File: src/rtl/ps2_keyboard_rx.sv
// PS/2 keyboard receiver: synchronises and filters the PS/2 pins,
// deserialises 11-bit frames and strips E0/F0 prefixes into make-code strobes.
module ps2_keyboard_rx #(
  parameter int FILTER_LEN     = 4,
  parameter int TIMEOUT_CYCLES = 50000
) (
  input  logic       clock,
  input  logic       reset_n,
  input  logic       ps2_clk,
  input  logic       ps2_data,
  output logic [7:0] key_reg,
  output logic       sample,
  output logic       key_ext,
  output logic       frame_err,
  output logic       busy
);

  localparam int FW = $clog2(FILTER_LEN + 1);
  localparam int TW = $clog2(TIMEOUT_CYCLES + 1);

  typedef enum logic [1:0] {
    IDLE,
    DATA,
    PARITY,
    STOP
  } state_e;

  logic          clk_s1_q, clk_s2_q;
  logic          dat_s1_q, dat_s2_q;
  logic          filt_q, filt_d;
  logic [FW-1:0] fcnt_q, fcnt_d;
  logic          fall;

  state_e        state_q;
  logic [2:0]    bitcnt_q;
  logic [7:0]    shreg_q;
  logic          par_q;
  logic          brk_q, ext_q;
  logic [TW-1:0] to_q;
  logic [7:0]    key_q;
  logic          key_ext_q;
  logic          sample_q;
  logic          frame_err_q;

  // Two-flop synchronisers; both pins idle high.
  always_ff @(posedge clock or negedge reset_n) begin
    if (!reset_n) begin
      clk_s1_q <= 1'b1;
      clk_s2_q <= 1'b1;
      dat_s1_q <= 1'b1;
      dat_s2_q <= 1'b1;
    end else begin
      clk_s1_q <= ps2_clk;
      clk_s2_q <= clk_s1_q;
      dat_s1_q <= ps2_data;
      dat_s2_q <= dat_s1_q;
    end
  end

  // Glitch filter: level flips after FILTER_LEN disagreeing samples in a row.
  always_comb begin
    filt_d = filt_q;
    fcnt_d = '0;
    fall   = 1'b0;
    if (clk_s2_q != filt_q) begin
      if (fcnt_q == FW'(FILTER_LEN - 1)) begin
        filt_d = clk_s2_q;
        fall   = filt_q;
      end else begin
        fcnt_d = fcnt_q + 1'b1;
      end
    end
  end

  // Filtered clock level and run-length counter.
  always_ff @(posedge clock or negedge reset_n) begin
    if (!reset_n) begin
      filt_q <= 1'b1;
      fcnt_q <= '0;
    end else begin
      filt_q <= filt_d;
      fcnt_q <= fcnt_d;
    end
  end

  // Frame FSM, timeout watchdog and prefix decode with registered strobes.
  always_ff @(posedge clock or negedge reset_n) begin
    if (!reset_n) begin
      state_q     <= IDLE;
      bitcnt_q    <= '0;
      shreg_q     <= '0;
      par_q       <= 1'b0;
      brk_q       <= 1'b0;
      ext_q       <= 1'b0;
      to_q        <= '0;
      key_q       <= '0;
      key_ext_q   <= 1'b0;
      sample_q    <= 1'b0;
      frame_err_q <= 1'b0;
    end else begin
      sample_q    <= 1'b0;
      frame_err_q <= 1'b0;
      if (fall) begin
        to_q <= '0;
        unique case (state_q)
          IDLE: begin
            if (!dat_s2_q) begin
              state_q  <= DATA;
              bitcnt_q <= '0;
            end
          end
          DATA: begin
            shreg_q  <= {dat_s2_q, shreg_q[7:1]};
            bitcnt_q <= bitcnt_q + 3'd1;
            if (bitcnt_q == 3'd7) state_q <= PARITY;
          end
          PARITY: begin
            par_q   <= dat_s2_q;
            state_q <= STOP;
          end
          STOP: begin
            state_q <= IDLE;
            if (dat_s2_q && (^shreg_q ^ par_q)) begin
              if (shreg_q == 8'hF0) begin
                brk_q <= 1'b1;
              end else if (shreg_q == 8'hE0) begin
                ext_q <= 1'b1;
              end else if (brk_q) begin
                brk_q <= 1'b0;
                ext_q <= 1'b0;
              end else begin
                key_q     <= shreg_q;
                key_ext_q <= ext_q;
                sample_q  <= 1'b1;
                ext_q     <= 1'b0;
              end
            end else begin
              frame_err_q <= 1'b1;
              brk_q       <= 1'b0;
              ext_q       <= 1'b0;
            end
          end
          default: state_q <= IDLE;
        endcase
      end else if (state_q != IDLE) begin
        if (to_q == TW'(TIMEOUT_CYCLES - 1)) begin
          state_q     <= IDLE;
          to_q        <= '0;
          frame_err_q <= 1'b1;
          brk_q       <= 1'b0;
          ext_q       <= 1'b0;
        end else begin
          to_q <= to_q + 1'b1;
        end
      end
    end
  end

  assign key_reg   = key_q;
  assign key_ext   = key_ext_q;
  assign sample    = sample_q;
  assign frame_err = frame_err_q;
  assign busy      = (state_q != IDLE);

endmodule

File: config.mk
export PLATFORM = sky130hd
export DESIGN_NAME = ps2_keyboard_rx
export DESIGN_NICKNAME = d
export VERILOG_FILES = /design/src/rtl/ps2_keyboard_rx.sv
export SDC_FILE = /design/constraint.sdc
export NUM_CORES = 1
export LEC_CHECK = 0
export CORE_ASPECT_RATIO = 1.2
export CORE_UTILIZATION = 35
export DETAILED_ROUTE_END_ITERATION = 12
export PLACE_DENSITY_LB_ADDON = 0.05
export SKIP_LAST_GASP = 1
export SYNTH_ARGS = -nofsm -noshare
export SYNTH_HDL_FRONTEND = slang
export SYNTH_SLANG_ARGS = --single-unit
File: constraint.sdc
create_clock -name clock -period 3.65 [get_ports clock]
set_input_delay 1.095 -clock clock [delete_from_list [all_inputs] [get_ports clock]]
set_output_delay 1.095 -clock clock [all_outputs]
set_load 0.02 [all_outputs]
==> results by group <==
Status
  • Status: completed

Clock network
  • CTS root buffer: clkbuf_8
  • Clock-pin slew on the worst setup and hold paths: around 90 ps
  • CTS tree: yes
  • CTS Sinks: 51
  • Setup Fix Bufs, Post-CTS: 0
  • CTS max path bufs: 2
  • PostCTS Resize Cnt: 0
  • Hold_buf cts: 0
  • Inserted Clock Buffers: 5
  • H-tree depth: 2
  • Clk Latency, worst-skew pair: 310 ps

STA
  • Hold Worst Slack: 361 ps
  • Total negative slack: 0 ps
  • Final min period: 2880 ps
  • Final setup viols: 0
  • RSZ-0062 raised after global routing: no
  • Slew HR: 45.1%
  • Worst Max-Slew Pin Slew: 820 ps
  • Skew final: 6.49 ps
  • Final Max Slew Viols: 0
  • Max frequency: 347 MHz
  • Final hold vios: 0
  • Final period util: around four fifths

Logic synthesis
  • Synthesized cell area: 2500 um2
  • Synth unique cells: 43
  • Synth Register Bits: 51
  • Sequential element share of the synthesized area: 51.2%
  • Cells after Synth: 227
  • Post-synthesis area per instance: around 11 um2
  • Yosys warning count: 0
  • Syn_nets: 244

Die
  • Core Area: 6900 um2
  • Die width: between 70 and 80 um
  • Die ar.: 7500 um2
  • Die Ht: 94.7 um
  • I/O pins: 16
  • Initial Util: between 30% and 40%
  • Row count: 33

GRT
  • Gr ovfl total: 0
  • First-pass GRT wire length: 7.94 mm
  • Layer with the highest usage: met2
  • Initial antenna violation count: 0
  • Largest net degree at the start of global routing: 52
  • GRT Total Usage: 13.9%
  • GR Layer Usage met2: 22.5%
  • Met1 Use GR: between 10% and 20%
  • Vias in the first global route: 1644
  • Met3 usage: 3.48%

Critical path
  • WP data arrival: 1790 ps
  • Critical path class: flip-flop to output pin
  • Worst Path Max Fanout: 5
  • CP endpoint kind: output pin
  • Setup crit start kind: flip-flop
  • Reg-to-reg slack, setup: 1260 ps
  • Req. time, crit path: 2550 ps

Cells and area
  • Footprint of the multi-input gates: 1130 um2
  • # diodes: 0
  • Ratio of cells with drive above 1 in the final layout: 14.3%
  • Final net count: 260
  • Area taken by flip-flops and latches: about 1300 um2
  • Area delta synth->final: 13.5%
  • Fillers: 672
  • Max reg flops: 16

Power and ir drop
  • Pleak: 0.00133 uW
  • VDD IR max: ~0.19 mV
  • Post-route total power: approximately 1300 uW
  • Power Dens Cells: between 400 and 500 nW/um2

Placement
  • GPL Wtd Cong: 0.807
  • IO Port Bufs: 15
  • Detailed placement HPWL: 3.09 mm

Min path
  • Hold/Removal Path Class: flip-flop to flip-flop

Route
  • 1st-iter DRT viols: 64
  • Average vias per placed instance: 4.95
  • Vias: 1639
  • Drt wl/cell: 13.7 um
  • Post-route DRC violation count: 0
  • Total wire length: around 4.5 mm
  • 1st-pass router iterations: 4
  • Post-route ant nets: 0

Job
  • Max-Cap Viols: 0
-- power by group --
group          switching [uW]  leakage, uW  internal [uW]
sequential               37.2     0.000688            615
clock                     193    0.0000514            205
combinational             126     0.000593           86.5
total                     356      0.00133            906
-- cell usage after synthesis, drive strengths merged --
| master | n | area (um2) |
|---|---|---|
| o211a | 1 | 10.0 |
| o2bb2ai | 1 | 8.76 |
| dfstp | 5 | 131 |
| xnor2 | 6 | 52.6 |
| nand4bb | 1 | 11.3 |
| nand4b | 1 | 8.76 |
| ha | 13 | 163 |
| a21boi | 1 | 7.51 |
| nand3 | 9 | 45.0 |
| dfrtp | 46 | 1150 |
| nand2 | 25 | 93.8 |
| a211oi | 2 | 15.0 |
| nor3b | 3 | 22.5 |
| clkbuf | 5 | 18.8 |
| xnor3 | 1 | 22.5 |
| nor2b | 1 | 6.26 |
| nor2 | 19 | 71.3 |
| o21bai | 1 | 7.51 |
| a32o | 2 | 20.0 |
| nor3 | 3 | 15.0 |
| a2111o | 1 | 11.3 |
| and2 | 1 | 6.26 |
| mux2 | 14 | 191 |
| xor2 | 10 | 87.6 |
| and4 | 1 | 8.76 |
| o31a | 1 | 8.76 |
| nand4 | 5 | 31.3 |
| a31o | 1 | 8.76 |
| and4bb | 1 | 12.5 |
| nor4b | 1 | 15.0 |
| buf | 4 | 28.8 |
| o22ai | 2 | 12.5 |
| nor4bb | 2 | 20.0 |
| or2 | 1 | 6.26 |
| a21oi | 8 | 40.0 |
| o21ai | 12 | 60.1 |
| inv | 12 | 45.0 |
| and3 | 2 | 13.8 |
| a21o | 2 | 15.0 |
-- final cells by class --
cell class                      count  area share (%)
Sequential cell                    51            45.1
Multi-Input combinational cell    155            39.7
Timing Repair Buffer               18            5.90
Tap cell                           87            3.83
Clock buffer                        6            2.55
Inverter                           12            1.58
Clock inverter                      2            1.32
-- stage by stage --
| step | instances | instance area [um2] | setup slack [ps] | util [%] |
|---|---|---|---|---|
| 2_1_floorplan | 227 | 2500 | 1530 | - |
| 5_1_grt | 331 | 2840 | 685 | 41.2 |
| 3_5_place_dp | 323 | 2730 | 1100 | 39.6 |
| 6_report | 331 | 2840 | 765 | 41.2 |
| 4_1_cts | 331 | 2840 | 753 | 41.2 |
| 3_3_place_gp | 323 | 2730 | 1150 | 39.6 |
-- per-layer routing --
metal	vias to the layer above	wire [um]
li1	815	-
met1	802	2130
met2	16	2210
met3	6	114
met4	0	80
met5	-	0
-- cells by family (layout without fill, tap and decap cells) --
| logic type | after synthesis | after routing | share of synthesized area (%) |
|---|---|---|---|
| xor+xnor | 17 | 17 | 6.49 |
| fa+ha+maj | 13 | 13 | 6.49 |
| buf+inv | 21 | 38 | 3.70 |
| compound gates | 35 | 35 | 8.99 |
| flops | 51 | 51 | 51.2 |
| simple gates | 76 | 76 | 15.5 |
| mux | 14 | 14 | 7.64 |
-- final timing paths --
| check | start | end | depth (start not counted) |
|---|---|---|---|
| worst max-delay path | state_q[0] | busy | 4 |
| worst min-delay path | clk_s1_q | clk_s2_q | 0 |
| worst max register to register | shreg_q[4] | key_reg[0] | 7 |
| worst min register to register | clk_s1_q | clk_s2_q | 0 |
| max in group asynchronous | reset_n | to_q[5] | 2 |
| min in group asynchronous | reset_n | key_reg[2] | 2 |
-- worst max-delay path, cell delays in order, from the launching register on --
cell and delay [ps]:
dfrtp_1 390, inv_1 90, ha_1 210, inv_1 160, clkdlybuf4s50_1 640
-- layout by cell type, fill, tap and decap left out, types with 3 or more instances in the layout --
master and n:
buf_4 3, nand4_1 5, clkbuf_8 5, xor2_1 10
ha_1 13, o21ai_0 12, nor3_1 3, xnor2_1 6
clkdlybuf4s50_1 14, nand2_1 25, mux2_2 5, mux2_4 9
a21oi_1 8, nand3_1 9, dfrtp_1 46, nor3b_1 3
nor2_1 19, inv_1 12, dfstp_2 5
Power figures use the tool's default switching activity.
